[src/rtl/byte_to_pixel_unpacker_if.sv]
// ---------------------------------------------------------------------------
// byte_to_pixel_unpacker_if
//   Bundles the RX byte stream and the per-channel VRAM write bus of the
//   byte_to_pixel_unpacker.
//
//   Handshake: en qualifies data8b on every rising dclk edge. There is no
//   ready / back-pressure path, so the unpacker accepts every byte presented
//   with en=1. A cycle with en=0 ends the current frame.
//
//   master : RX frame parser side (drives data8b/en, observes the VRAM bus)
//   slave  : unpacker side (consumes data8b/en, drives the VRAM bus)
//
//   Signals: data8b, en, addr2vram, data_rgb, wea (one-hot per channel),
//            count, pix_done, err_short, frame_cnt, dbg_state (1 = STREAM).
//   Optional (UNPACK_CHKSUM_EN defined): chksum[15:0], chksum_vld.
// ---------------------------------------------------------------------------
interface byte_to_pixel_unpacker_if #(
    parameter int DATA_W = 8,
    parameter int NUM_CH = 3,
    parameter int ADDR_W = 17
);
    localparam int CNT_W = (NUM_CH > 1) ? $clog2(NUM_CH) : 1;

    logic [DATA_W-1:0] data8b;
    logic              en;
    logic [ADDR_W-1:0] addr2vram;
    logic [DATA_W-1:0] data_rgb;
    logic [NUM_CH-1:0] wea;
    logic [CNT_W-1:0]  count;
    logic              pix_done;
    logic              err_short;
    logic [15:0]       frame_cnt;
    logic              dbg_state;
`ifdef UNPACK_CHKSUM_EN
    logic [15:0]       chksum;
    logic              chksum_vld;

    modport master (output data8b, en,
                    input  addr2vram, data_rgb, wea, count, pix_done,
                           err_short, frame_cnt, dbg_state, chksum, chksum_vld);
    modport slave  (input  data8b, en,
                    output addr2vram, data_rgb, wea, count, pix_done,
                           err_short, frame_cnt, dbg_state, chksum, chksum_vld);
`else
    modport master (output data8b, en,
                    input  addr2vram, data_rgb, wea, count, pix_done,
                           err_short, frame_cnt, dbg_state);
    modport slave  (input  data8b, en,
                    output addr2vram, data_rgb, wea, count, pix_done,
                           err_short, frame_cnt, dbg_state);
`endif
endinterface

[src/rtl/byte_to_pixel_unpacker.sv]
// ---------------------------------------------------------------------------
// byte_to_pixel_unpacker
//   Hunts the RX payload byte stream for a {start_addr, MARKER} header, then
//   deals the following bytes round-robin onto NUM_CH colour-plane VRAM
//   write ports, advancing the VRAM address once per complete pixel and
//   wrapping to 0 after MAX_ADDR-1. All outputs are registered (1 clk
//   latency from an accepted byte to its write).
//
//   Ports:
//     dclk  - clock
//     rst   - synchronous, active-high reset
//     bus   - byte_to_pixel_unpacker_if.slave (stream in, VRAM bus out,
//             dbg_state exposes the HUNT/STREAM state)
//
//   Optional feature macro: UNPACK_CHKSUM_EN adds a 16-bit wrapping sum of
//   each frame's payload bytes (chksum) with a 1-clk chksum_vld pulse on the
//   edge that closes the frame.
// ---------------------------------------------------------------------------
module byte_to_pixel_unpacker #(
    parameter int          DATA_W     = 8,
    parameter int          NUM_CH     = 3,
    parameter int          ADDR_W     = 17,
    parameter int          HDR_ADDR_W = 24,
    parameter int          MARKER_W   = 32,
    parameter logic [MARKER_W-1:0] MARKER = MARKER_W'(32'h0440_0000),
    parameter int          MAX_ADDR   = 76800
) (
    input  logic                       dclk,
    input  logic                       rst,
    byte_to_pixel_unpacker_if.slave    bus
);
    localparam int CNT_W  = (NUM_CH > 1) ? $clog2(NUM_CH) : 1;
    // Only the header address bits that survive truncation to ADDR_W can
    // influence behaviour, so the window keeps just those plus the marker.
    localparam int KEEP_W = (ADDR_W < HDR_ADDR_W) ? ADDR_W : HDR_ADDR_W;
    localparam int WIN_W  = MARKER_W + KEEP_W;
    localparam int HOLD_W = WIN_W - DATA_W;
    localparam logic [CNT_W-1:0]  LAST_CH   = CNT_W'(NUM_CH - 1);
    localparam logic [ADDR_W-1:0] LAST_ADDR = ADDR_W'(MAX_ADDR - 1);

    typedef enum logic {S_HUNT = 1'b0, S_STREAM = 1'b1} state_t;

    state_t              r_state, w_state_next;
    logic [HOLD_W-1:0]   r_shift, w_shift_next;
    logic [ADDR_W-1:0]   r_ptr, w_ptr_next;
    logic [CNT_W-1:0]    r_ch, w_ch_next;
    logic [ADDR_W-1:0]   r_addr, w_addr_next;
    logic [DATA_W-1:0]   r_data, w_data_next;
    logic [NUM_CH-1:0]   r_wea, w_wea_next;
    logic [CNT_W-1:0]    r_count, w_count_next;
    logic                r_pix_done, w_pix_done_next;
    logic                r_err_short, w_err_short_next;
    logic [15:0]         r_frame_cnt, w_frame_cnt_next;
`ifdef UNPACK_CHKSUM_EN
    logic [15:0]         r_sum, w_sum_next;
    logic                r_sum_vld, w_sum_vld_next;
`endif

    // Window = stored history with the incoming byte appended (newest at LSB).
    logic [WIN_W-1:0]    w_win;
    logic                w_marker_hit;
    logic [ADDR_W-1:0]   w_hdr_addr;
    logic [ADDR_W-1:0]   w_ptr_inc;

    assign w_win        = {r_shift, bus.data8b};
    assign w_marker_hit = (w_win[MARKER_W-1:0] == MARKER);
    assign w_hdr_addr   = ADDR_W'(w_win[MARKER_W +: KEEP_W]);
    assign w_ptr_inc    = (r_ptr == LAST_ADDR) ? '0 : r_ptr + ADDR_W'(1);

    always_ff @(posedge dclk) begin
        if (rst) begin
            r_state     <= S_HUNT;
            r_shift     <= '0;
            r_ptr       <= '0;
            r_ch        <= '0;
            r_addr      <= '0;
            r_data      <= '0;
            r_wea       <= '0;
            r_count     <= '0;
            r_pix_done  <= 1'b0;
            r_err_short <= 1'b0;
            r_frame_cnt <= '0;
`ifdef UNPACK_CHKSUM_EN
            r_sum       <= '0;
            r_sum_vld   <= 1'b0;
`endif
        end else begin
            r_state     <= w_state_next;
            r_shift     <= w_shift_next;
            r_ptr       <= w_ptr_next;
            r_ch        <= w_ch_next;
            r_addr      <= w_addr_next;
            r_data      <= w_data_next;
            r_wea       <= w_wea_next;
            r_count     <= w_count_next;
            r_pix_done  <= w_pix_done_next;
            r_err_short <= w_err_short_next;
            r_frame_cnt <= w_frame_cnt_next;
`ifdef UNPACK_CHKSUM_EN
            r_sum       <= w_sum_next;
            r_sum_vld   <= w_sum_vld_next;
`endif
        end
    end

    always_comb begin
        w_state_next     = r_state;
        w_shift_next     = r_shift;
        w_ptr_next       = r_ptr;
        w_ch_next        = r_ch;
        w_addr_next      = r_addr;
        w_data_next      = r_data;
        w_wea_next       = '0;
        w_count_next     = r_count;
        w_pix_done_next  = 1'b0;
        w_err_short_next = 1'b0;
        w_frame_cnt_next = r_frame_cnt;
`ifdef UNPACK_CHKSUM_EN
        w_sum_next       = r_sum;
        w_sum_vld_next   = 1'b0;
`endif
        if (bus.en) begin
            w_shift_next = w_win[HOLD_W-1:0];
            if (r_state == S_HUNT) begin
                if (w_marker_hit) begin
                    w_state_next = S_STREAM;
                    w_ch_next    = '0;
                    w_ptr_next   = ({{(32-ADDR_W){1'b0}}, w_hdr_addr} >= 32'(MAX_ADDR))
                                   ? '0 : w_hdr_addr;
`ifdef UNPACK_CHKSUM_EN
                    w_sum_next   = '0;
`endif
                end
            end else begin
                // Every byte in STREAM is payload, including marker look-alikes.
                w_data_next  = bus.data8b;
                w_wea_next   = NUM_CH'(1) << r_ch;
                w_count_next = r_ch;
                w_addr_next  = r_ptr;
`ifdef UNPACK_CHKSUM_EN
                w_sum_next   = r_sum + 16'(bus.data8b);
`endif
                if (r_ch == LAST_CH) begin
                    w_pix_done_next = 1'b1;
                    w_ch_next       = '0;
                    w_ptr_next      = w_ptr_inc;
                end else begin
                    w_ch_next       = r_ch + CNT_W'(1);
                end
            end
        end else begin
            w_shift_next = '0;
            if (r_state == S_STREAM) begin
                // End of frame: a partial pixel stays written, pointer untouched.
                w_state_next     = S_HUNT;
                w_addr_next      = '0;
                w_count_next     = '0;
                w_ch_next        = '0;
                w_err_short_next = (r_ch != '0);
                w_frame_cnt_next = (r_frame_cnt != 16'hFFFF) ? r_frame_cnt + 16'd1
                                                             : r_frame_cnt;
`ifdef UNPACK_CHKSUM_EN
                w_sum_vld_next   = 1'b1;
`endif
            end
        end
    end

    assign bus.addr2vram = r_addr;
    assign bus.data_rgb  = r_data;
    assign bus.wea       = r_wea;
    assign bus.count     = r_count;
    assign bus.pix_done  = r_pix_done;
    assign bus.err_short = r_err_short;
    assign bus.frame_cnt = r_frame_cnt;
    assign bus.dbg_state = (r_state == S_STREAM);
`ifdef UNPACK_CHKSUM_EN
    assign bus.chksum     = r_sum;
    assign bus.chksum_vld = r_sum_vld;
`endif

endmodule

[src/flat_wrapper.sv]
// flat-port wrapper written by rule: the top's interface ports become plain ports
module byte_to_pixel_unpacker_flat 
#(
    parameter int          DATA_W     = 8,
    parameter int          NUM_CH     = 3,
    parameter int          ADDR_W     = 17,
    parameter int          HDR_ADDR_W = 24,
    parameter int          MARKER_W   = 32,
    parameter logic [MARKER_W-1:0] MARKER = MARKER_W'(32'h0440_0000),
    parameter int          MAX_ADDR   = 76800
)
  (dclk, rst, bus_data8b, bus_en, bus_addr2vram, bus_data_rgb, bus_wea, bus_count, bus_pix_done, bus_err_short, bus_frame_cnt, bus_dbg_state);
  byte_to_pixel_unpacker_if #(.DATA_W(DATA_W), .NUM_CH(NUM_CH), .ADDR_W(ADDR_W)) bus_i ();
  input  logic dclk;
  input  logic rst;
  input wire logic [$bits(bus_i.data8b)-1:0] bus_data8b;
  input wire logic [$bits(bus_i.en)-1:0] bus_en;
  output wire logic [$bits(bus_i.addr2vram)-1:0] bus_addr2vram;
  output wire logic [$bits(bus_i.data_rgb)-1:0] bus_data_rgb;
  output wire logic [$bits(bus_i.wea)-1:0] bus_wea;
  output wire logic [$bits(bus_i.count)-1:0] bus_count;
  output wire logic [$bits(bus_i.pix_done)-1:0] bus_pix_done;
  output wire logic [$bits(bus_i.err_short)-1:0] bus_err_short;
  output wire logic [$bits(bus_i.frame_cnt)-1:0] bus_frame_cnt;
  output wire logic [$bits(bus_i.dbg_state)-1:0] bus_dbg_state;
  assign bus_i.data8b = bus_data8b;
  assign bus_i.en = bus_en;
  assign bus_addr2vram = bus_i.addr2vram;
  assign bus_data_rgb = bus_i.data_rgb;
  assign bus_wea = bus_i.wea;
  assign bus_count = bus_i.count;
  assign bus_pix_done = bus_i.pix_done;
  assign bus_err_short = bus_i.err_short;
  assign bus_frame_cnt = bus_i.frame_cnt;
  assign bus_dbg_state = bus_i.dbg_state;
  byte_to_pixel_unpacker #(.DATA_W(DATA_W), .NUM_CH(NUM_CH), .ADDR_W(ADDR_W), .HDR_ADDR_W(HDR_ADDR_W), .MARKER_W(MARKER_W), .MARKER(MARKER), .MAX_ADDR(MAX_ADDR)) u_core (.dclk(dclk), .rst(rst), .bus(bus_i));
endmodule
[config.mk]
export PLATFORM = sky130hd
export DESIGN_NAME = byte_to_pixel_unpacker_flat
export DESIGN_NICKNAME = d
export VERILOG_FILES = /design/src/rtl/byte_to_pixel_unpacker_if.sv /design/src/rtl/byte_to_pixel_unpacker.sv /design/src/flat_wrapper.sv
export SDC_FILE = /design/constraint.sdc
export NUM_CORES = 1
export LEC_CHECK = 0
export ABC_AREA = 0
export ABC_CLOCK_PERIOD_IN_PS = 5900
export CORE_ASPECT_RATIO = 1.25
export CORE_MARGIN = 5
export CORE_UTILIZATION = 40
export CTS_CLUSTER_SIZE = 16
export DETAILED_ROUTE_END_ITERATION = 12
export RECOVER_POWER = 50
export SLEW_MARGIN = 20
export SYNTH_ARGS = -nofsm -noshare
export SYNTH_HDL_FRONTEND = slang
export SYNTH_SLANG_ARGS = --single-unit
[constraint.sdc]
create_clock -name dclk -period 5.9 [get_ports dclk]
set_input_delay 0.59 -clock dclk [delete_from_list [all_inputs] [get_ports dclk]]
set_output_delay 0.59 -clock dclk [all_outputs]
set_load 0.01 [all_outputs]
==> results of run 1 <==
[power groups by stage]
stage / Combinational, W / Sequential, W / Clock (W)
2_1_floorplan: 0.0000156 / 0.000757 / 0
3_3_place_gp: 0.0000271 / 0.000757 / 0
3_5_place_dp: 0.0000276 / 0.000757 / 0
4_1_cts: 0.0000276 / 0.000740 / 0.000633
5_1_grt: 0.0000295 / 0.000740 / 0.000667
6_report: 0.0000266 / 0.000740 / 0.000620
[area by class of cell]
type | count | share of cell area (%)
Clock buffer | 10 | 4.519
Clock inverter | 6 | 1.325
Inverter | 12 | 0.8517
Multi-Input combinational cell | 308 | 37.26
Sequential cell | 109 | 41.26
Tap cell | 132 | 3.123
Timing Repair Buffer | 63 | 11.66
[routing by layer]
layer / vias up / part of all wire [%]
li1: 1728 / -
met1: 1639 / 44
met4: 0 / 2.6
met5: - / 0
met3: 16 / 4.5
met2: 89 / 49
[synthesized netlist by cell type, types with 8 or more instances]
| cell | number |
|---|---|
| a22o_1 | 17 |
| clkbuf_1 | 17 |
| and2_1 | 44 |
| dfxtp_1 | 109 |
| inv_1 | 12 |
| nand2_1 | 42 |
| and3_1 | 9 |
| nor4_1 | 10 |
| a21oi_1 | 27 |
| nand3_1 | 14 |
| nor2_1 | 22 |
| xnor2_1 | 8 |
| nor3_1 | 11 |
[flip-flops by register name, summed over array words and instances, names as in the netlist]
signal,cells
u_core.bus.frame_cnt,16
u_core.bus.count,2
u_core.bus.dbg_state,1
u_core.r_shift,41
u_core.r_ptr,17
u_core.bus.pix_done,1
u_core.bus.addr2vram,17
u_core.r_ch,2
u_core.bus.data_rgb,8
u_core.bus.wea,3
u_core.bus.err_short,1
[worst reg2reg max path: stages (launching register included)]
cell and delay [ps]:
dfxtp_1 310, nor4b_1 410, and4_1 320, and3_1 630
nor2_1 310, o32ai_1 340
[kinds of logic after synthesis]
| kind of cell | count (synthesis) | synth area share, % |
|---|---|---|
| AND/OR/NAND/NOR | 189 | 24.48 |
| flip-flops | 109 | 50.35 |
| AO/OA/AOI/OAI | 100 | 16.74 |
| buffers and inverters | 39 | 4.359 |
| XOR/XNOR | 15 | 3.031 |
| multiplexers | 2 | 0.4619 |
| adder cells (fa/ha/maj) | 2 | 0.5773 |
[per-stage QoR]
stage	std cells	area [µm²]	setup slack [ps]	util, %	total power, W
2_1_floorplan	456	4334	3910	-	0.0007725
6_report	640	5289	2148	49.82	0.001387
3_5_place_dp	624	4984	2776	46.95	0.0007849
5_1_grt	640	5289	1864	49.82	0.001437
4_1_cts	640	5293	3142	49.86	0.001401
3_3_place_gp	624	4979	2661	46.90	0.0007843
[worst paths after layout]
path                                         start                       to  slack (ps)
worst max-delay path                           rst  u_core.bus.addr2vram[8]        2150
worst min-delay path            u_core.r_shift[14]       u_core.r_shift[22]         450
worst max register to register  u_core.r_shift[21]         u_core.r_ptr[15]        3480
worst min register to register  u_core.r_shift[14]       u_core.r_shift[22]         450
==> flow_metrics.env, run 1 <==
export IMPL_layout_commonest_cell="dfxtp_1"
export IMPL_synthesis_area_mm2=0.004334
export IMPL_cp_max_fo=44
export IMPL_switching_power_w=0.0002949
export IMPL_place_gp_congestion=0.8672
export IMPL_syn_nets=469
export IMPL_rr_worst_depth=5
export IMPL_dr_pass1_iters=4
export IMPL_nFillCells=1009
export IMPL_wl_mm=10.20
export IMPL_end_kind="flop"
export IMPL_area_growth_pct=22.03
export IMPL_dr_total_vias=3472
export IMPL_synth_flop_cell="dfxtp_1"
export IMPL_slew_headroom_pct=-41.33
export IMPL_cts_hold_buf=0
export IMPL_syn_inst=456
export IMPL_crit_path_top_delay_cell="clkbuf_1"
export IMPL_cts_root_buffer="clkbuf_16"
export IMPL_setup_viol=0
export IMPL_startpoint_type="input port"
export IMPL_hold_viol_final=0
export IMPL_drtAntennaViolNets=0
export IMPL_nNetsFinal=516
export IMPL_ios=60
export IMPL_die_w_um=103.1
export IMPL_fin_skew_ps=6.396
export IMPL_grt_met2_usage_pct=26.26
export IMPL_slowest_delay_ps=1510
export IMPL_synth_distinct_cells=50
export IMPL_ys_ff_latch=109
export IMPL_core_rowCount=42
export IMPL_cts_buffers=9
export IMPL_worstPathCellList="dlygate4sd3_1, clkbuf_1, nor2b_4, and2_1, a22o_1"
export IMPL_use_met1_pct=19.93
export IMPL_swShare_pct=21.27
export IMPL_use_met3_pct=4.228
export IMPL_ys_top_cells_by_area="dfxtp_1 50%, and2_1 6.4%, nand2_1 3.6%"
export IMPL_drive_above_1_share_pct=5.315
export IMPL_layout_common_cells="109 x dfxtp_1, 48 x dlygate4sd3_1, 44 x and2_1"
export IMPL_core_mm2=0.01062
export IMPL_route_detailed_drc=0
export IMPL_critical_path_depth=5
export IMPL_place_port_buffers=59
export IMPL_powerDensity_mw_per_mm2=262.2
export IMPL_worst_setup_path_type="in2reg"
export IMPL_leakage_nw=2.050
export IMPL_clock_sinks=109
export IMPL_routedWlPerCell_um=15.94
export IMPL_num_antenna_cells=0
export IMPL_h_tree_depth=3
export IMPL_seqCellArea_mm2=0.002182
export IMPL_power_frac_clock_pct=44.7
export IMPL_rsz0062_at_grt="no"
export IMPL_drt_initial_drc_count=155
export IMPL_synth_avg_cell_area_um2=9.505
export IMPL_antenna_found_initial=0
export IMPL_max_cap_violations=1
export IMPL_status="complete, but fails checks"
export IMPL_hpwl_mm=7.115
export IMPL_gr_total_overflow=0
export IMPL_fmax_mhz=266.5
export IMPL_post_cts_buffers=0
export IMPL_die_area_mm2=0.01303
export IMPL_final_setup_tns_ps=0
export IMPL_violations="capacitance limit, slew limit"
export IMPL_seqPwrFrac_pct=53.4
export IMPL_start_util_pct=40.83
export IMPL_worstHoldPathCells=1
export IMPL_vdd_drop_max_mv=0.1422
export IMPL_async_flop_share_pct=0
export IMPL_path_buf_inv=2
export IMPL_period_needed_ps=3752
export IMPL_grt_use_total_pct=16.21
export IMPL_hp_class="reg2reg"
export IMPL_grt_pass1_wl_mm=16.77
export IMPL_tightestPinTransition_ps=2120
export IMPL_grt_max_degree=45
export IMPL_worstSkewPairLatency_ps=340
export IMPL_synth_top_area_share_pct=50.35
export IMPL_p_int_w=0.001092
export IMPL_synth_area_leader_cell="dfxtp_1"
export IMPL_crit_required_ps=6130
export IMPL_slew_violations=45
export IMPL_viasPerCell=5.425
export IMPL_ys_seq_area_share_pct=50.35
export IMPL_path_delay_family="buffers and inverters"
export IMPL_combPwrFrac_pct=1.9
export IMPL_clock_path_buffers=2
export IMPL_worstPathArrival_ps=3990
export IMPL_chipHeight_um=126.4
export IMPL_clk_pin_slew_ps=70
export IMPL_grt_busiest_layer="met2"
export IMPL_cts_resized=0
export IMPL_ys_warn_count=0
export IMPL_cts_tree="done"
export IMPL_whs_ps=450.8
export IMPL_min_period_over_period_pct=63.60
export IMPL_multi_input_area_mm2=0.001971
export IMPL_synth_edf_count=0
export IMPL_grt_pass1_vias=3412
No activity file was read; power rests on OpenSTA's default activity.
==> inputs of run 2 (changes only) <==
ABC_CLOCK_PERIOD_IN_PS = 3200   (was 5900)
clock period = 3.2 ns   (was 5.9 ns; I/O delays follow)
==> flow_metrics.env, run 2 (synthesis gave the netlist of run 1 again) <==
export IMPL_layout_commonest_cell="dfxtp_1"
export IMPL_nNetsFinal=519
export IMPL_powerDensity_mw_per_mm2=474.4
export IMPL_slew_headroom_pct=13.29
export IMPL_die_w_um=103.1
export IMPL_placed_cell_area_mm2=0.005001
export IMPL_worstSkewPairLatency_ps=350
export IMPL_core_rowCount=42
export IMPL_dp_cells=627
export IMPL_grt_pass1_wl_mm=17.02
export IMPL_drt_initial_drc_count=90
export IMPL_worstHoldPathCells=1
export IMPL_grt_met2_usage_pct=28.03
export IMPL_cts_tree="done"
export IMPL_crit_path_top_delay_cell="clkbuf_1"
export IMPL_chipHeight_um=126.4
export IMPL_hold_viol_final=0
export IMPL_hpwl_mm=7.478
export IMPL_cts_resized=0
export IMPL_clock_path_buffers=2
export IMPL_clock_sinks=109
export IMPL_startpoint_type="input port"
export IMPL_slowest_delay_ps=970
export IMPL_viasPerCell=5.409
export IMPL_die_area_mm2=0.01303
export IMPL_period_needed_ps=2305
export IMPL_setup_ws_ps=895.4
export IMPL_hp_class="reg2reg"
export IMPL_status="finished, final reports clean"
export IMPL_gr_total_overflow=0
export IMPL_route_detailed_drc=0
export IMPL_wl_mm=10.47
export IMPL_use_met3_pct=4.503
export IMPL_grt_use_total_pct=16.52
export IMPL_dr_pass1_iters=4
export IMPL_grt_pass1_vias=3514
export IMPL_rr_worst_depth=6
export IMPL_h_tree_depth=3
export IMPL_final_setup_tns_ps=0
export IMPL_use_met1_pct=19.38
export IMPL_vdd_drop_max_mv=0.2375
export IMPL_area_growth_pct=22.08
export IMPL_largest_register="u_core.r_shift"
export IMPL_grt_max_degree=44
export IMPL_ios=60
export IMPL_num_antenna_cells=0
export IMPL_worstPathCellList="dlygate4sd3_1, nor2b_1, clkbuf_1, and3_1"
export IMPL_hp_start="u_core.r_shift[14]"
export IMPL_rr_startpoint="u_core.r_ptr[1]"
export IMPL_fin_skew_ps=10.76
export IMPL_worst_setup_path_type="in2reg"
export IMPL_stdcell_count=643
export IMPL_place_gp_congestion=0.8512
export IMPL_routedWlPerCell_um=16.28
export IMPL_worstReg2RegEnd="u_core.r_ptr[16]"
export IMPL_setup_viol=0
export IMPL_layout_common_cells="109 x dfxtp_1, 42 x nand2_1, 39 x dlygate4sd3_1"
export IMPL_grt_busiest_layer="met2"
export IMPL_largest_reg_flops=41
export IMPL_start_util_pct=40.83
export IMPL_crit_required_ps=3490
export IMPL_post_cts_buffers=0
export IMPL_rsz0062_at_grt="no"
export IMPL_clk_pin_slew_ps=80
export IMPL_place_port_buffers=59
export IMPL_utilization_pct=49.85
export IMPL_cts_buffers=9
export IMPL_path_delay_family="buffers and inverters"
export IMPL_worstPathArrival_ps=2590
export IMPL_leakage_nw=2.011
export IMPL_path_buf_inv=2
export IMPL_min_period_over_period_pct=72.02
export IMPL_end_kind="flop"
export IMPL_design_area_mm2=0.005291
export IMPL_antenna_found_initial=0
export IMPL_whs_endpoint="u_core.r_shift[22]"
export IMPL_cts_hold_buf=0
export IMPL_max_cap_violations=0
export IMPL_cp_max_fo=43
export IMPL_cts_root_buffer="clkbuf_16"
export IMPL_slew_violations=0
export IMPL_drive_above_1_share_pct=5.479
export IMPL_r2r_slack_ps=970
export IMPL_tightestPinTransition_ps=1301
export IMPL_fmax_mhz=433.9
export IMPL_nFillCells=1019
export IMPL_core_mm2=0.01062
export IMPL_dr_total_vias=3478
export IMPL_drtAntennaViolNets=0
export IMPL_dp_slack_ps=647.6
-- run 2: changes by cell type in the layout (fill, tap and decap cells not counted), moves of 2 or more --
cell	before	now
clkinv_8	0	2
and2_0	0	16
dlygate4sd3_1	48	39
and2_1	44	28
clkbuf_1	1	3
clkinvlp_4	3	0
inv_6	1	4
clkdlybuf4s50_1	11	20
-- run 2: per-stage QoR --
stage | hold WS (ps) | total power [W]
after floorplan | 421.1 | 0.001424
after global placement | 432.8 | 0.001446
after detailed placement | 441.0 | 0.001447
after CTS | 460.4 | 0.002548
after global routing | 484.9 | 0.002601
final | 456.1 | 0.002510
-- run 2: final cells by class --
| class | instances | area [µm²] | area share [%] |
|---|---|---|---|
| inverters | 12 | 45.04 | 0.8513 |
| flip-flops and latches | 109 | 2182 | 41.24 |
| clock buffers | 9 | 225.2 | 4.256 |
| multi-input cells | 308 | 1966 | 37.15 |
| clock inverters | 7 | 76.32 | 1.442 |
| repair buffers | 66 | 631.9 | 11.94 |
| well taps | 132 | 165.2 | 3.121 |
-- run 2: worst max path at each step --
stage                               startpoint           endpoint  slack [ps]  cells after the start
after floorplan                u_core.r_ptr[0]    u_core.r_ptr[1]        1340                      7
after detailed placement         bus_data8b[2]   u_core.r_ptr[16]         650                      6
after CTS                 u_core.bus.dbg_state      bus_dbg_state         980                      1
after global routing                       rst  u_core.bus.wea[0]         650                      4
final                                      rst  u_core.bus.wea[0]         900                      4
after global placement           bus_data8b[2]   u_core.r_ptr[14]         760                      7
-- run 2: worst reg2reg max path, cell delays in order (launching register included) --
cell and delay (ps):
dfxtp_1 430, ha_1 270, nand2_1 150, or3_1 430, o31a_1 450, a2bb2oi_1 240
o32ai_1 110
-- run 2: per-layer routing --
layer / part of all wire (%) / wire length [µm]
met1: 42 / 4406
met2: 51 / 5350
met3: 4.6 / 477
met4: 2.2 / 234
met5: 0 / 0
-- run 2: power breakdown --
group / switching [W] / internal, W
Sequential: 0.00000271 / 0.00136
Combinational: 0.0000307 / 0.0000179
Clock: 0.000543 / 0.000555
Total: 0.000576 / 0.00193
==> variant (config.mk and constraints of run 2) <==
Make the reset (`rst`) asynchronous in one clocked block. Comments in the files are not updated.
--- a/src/rtl/byte_to_pixel_unpacker.sv
+++ b/src/rtl/byte_to_pixel_unpacker.sv
@@ -69,3 +69,3 @@
 
-    always_ff @(posedge dclk) begin
+    always_ff @(posedge dclk or posedge rst) begin
         if (rst) begin
Formal check against the unedited RTL: differs if rst is asserted again (counterexample within 10 cycles, from zero or initial values and one cycle with rst high); with rst held inactive, the same outputs for 10 cycles.
==> variant against run 2 <==
  * Count of clock-buffer cells in the layout is the same
  * Cell area is 6.6% higher
  * Largest power group unchanged
  * Setup slack got worse by 7.8 ps
  * Sequential share of layout area up 6.7 points
  * Synthesized cell count is 5.9% lower
  * Area after synthesis rose by 5.5%
  * The flow now finishes with violations (capacitance limit, slew limit)
  * Core utilization rose by 0.80 points
  * Wire length decreased by 0.44%
  * Total power rose by 8.1%
  * Sequential cell count decreased by 1
  * Hold slack better by 25 ps
  * Clock skew fell by 2.2 ps
==> variant: results (changes against run 2) <==
[status]
status=finished with violations
violations=capacitance limit, slew limit

[placement]
gp_congestion=0.810  ; -4.8%
port_buffers=59  ; unchanged
place_hpwl_um=7140  ; -4.5%

[worst_setup_path]
slowest_delay_ps=440  ; -530 ps
critical_path_peak_fanout=15  ; -65%
reg2reg_slack_ps=890  ; -80 ps
worstPathArrival_ps=2550  ; -40 ps
reg2reg_from=u_core.bus.dbg_state
cp_slowest_cell=clkdlybuf4s50_1
reg2regPathDepth=3  ; -3
timing.rr.end=u_core.r_ptr[0]
critical_path.startpoint=bus_data8b[6]

[synthesis]
synth_fp_nets=442  ; -5.8%
synth_area_leaders=dfrtp_1, and2_1, nand2_1
yosys.cell_types.count=45  ; -10%
synth-main-ff-cell=dfrtp_1
ys_top_cells_by_count=dfrtp_1, nand2_1, and2_1
synth_warnings=0  ; unchanged
synth_seq_area_share_pct=59.1  ; +8.8 points
synthArstFlopShare_pct=100  ; +100 points

[clocking]
numCtsBuffers=9  ; unchanged
cts_max_path_buffers=2  ; unchanged
cts_setup_buffers=0  ; unchanged
clk_latency_ps=350  ; about the same
cts-root-buf=clkbuf_16
clk_pin_slew_worst_paths_ps=70
h-tree-depth=3  ; unchanged
cts_resized=0  ; unchanged

[timing]
hold_viol=0  ; unchanged
maxSlewViolCount=55  ; +55
relSlewSlack_pct=-36.6  ; -50 points
skew_ps=8.55  ; -2.21 ps

[flow_run]
cap_violations=1  ; +1

[routing]
wl_um=10400  ; -0.44%
vias=3347  ; -3.8%
drt_iter0_markers=145  ; +61%
first_pass_iters=4  ; unchanged

[grt]
grt_pass1_vias=3563  ; +1.4%
grt_pass1_wl_um=17700  ; +3.9%
track_usage_pct=16.3  ; -0.23 points
grt_max_degree=55  ; +25%
antenna_found_initial=0  ; unchanged

[power]
ir_drop_mv=0.308  ; +30%
switchingPower_uw=548  ; -4.9%
p_leak_uw=0.00262  ; +30%

[finish]
drive_gt1_share_pct=6.53  ; +1.1 points
largest_reg_flops=41  ; unchanged
diodes=0  ; unchanged
fin_nets=498  ; -4.0%
largest-register=u_core.r_shift

[min_path]
worstHoldPathType=reg -> reg

[variant: cell count changes after synthesis, moves of 7 or more]
cell,change
o2bb2ai_1,+9
a21oi_1,-23
o22ai_1,+12
dfrtp_1,+108
a22o_1,-16
inv_1,+19
dfxtp_1,-109
o32ai_1,-7
o21ai_0,+10
nor2_1,-9
[variant: metal layers]
metal | share of wire [%] | global-route usage (%) | vias up
li1 | - | - | 1595
met1 | 42 | 19.7 | 1651
met2 | 52 | 28.7 | 83
met3 | 3.5 | 2.19 | 18
met4 | 2.5 | 8.23 | 0
met5 | 0 | 0 | -
[variant: how the worst min path moves through the flow]
stage	cells after the start	endpoint	from	slack (ps)
CTS	2	u_core.r_shift[37]	rst	470
global route	1	u_core.r_shift[9]	u_core.r_shift[1]	500
floorplan	2	u_core.bus.data_rgb[0]	bus_data8b[0]	430
detailed placement	2	u_core.bus.data_rgb[2]	u_core.bus.data_rgb[2]	460
global placement	2	u_core.bus.data_rgb[7]	u_core.bus.data_rgb[7]	460
finish	1	u_core.r_shift[31]	u_core.r_shift[23]	480
[variant: kinds of logic (layout without fill, tap and decap cells)]
family / count (synthesis) / count (layout) / share of synthesized area, %
DFF: 108 / 108 / 59.1
xor gates and xnor gates: 14 / 14 / 2.68
AOI/OAI and AO/OA: 80 / 80 / 12.3
buffers and inverters: 55 / 116 / 4.95
adders and majority gates: 2 / 2 / 0.547
and+or+nand+nor: 168 / 168 / 19.8
muxes: 2 / 2 / 0.493
[variant: final cells by class]
class	count	area (um^2)
Sequential cell	108	2700
Multi-Input combinational cell	266	1650
Clock inverter	7	115
Clock buffer	9	225
Fill cell	1013	5500
Tap cell	135	169
Inverter	31	116
Timing Repair Buffer	69	666
[variant: per-stage QoR]
stage	setup WS (ps)	std cells	cell area [um^2]
finish	888	625	5640
global route	379	625	5640
CTS	902	625	5640
detailed placement	536	609	5300
global placement	600	609	5300
floorplan	34.4	429	4570
[variant: power groups by stage]
stage          registers (uW)  logic, uW  clock network (uW)
2_1_floorplan            1410       41.4                   0
3_3_place_gp             1410       73.8                   0
3_5_place_dp             1410       74.2                   0
4_1_cts                  1390       74.5                1280
5_1_grt                  1390       81.2                1330
6_report                 1390       69.6                1260
[variant: worst max-delay path: cells and delay by family]
family          cells  cell delay [ps]
buf+inv             1              440
simple gates        3             1040
compound gates      1              320
mux                 1              420
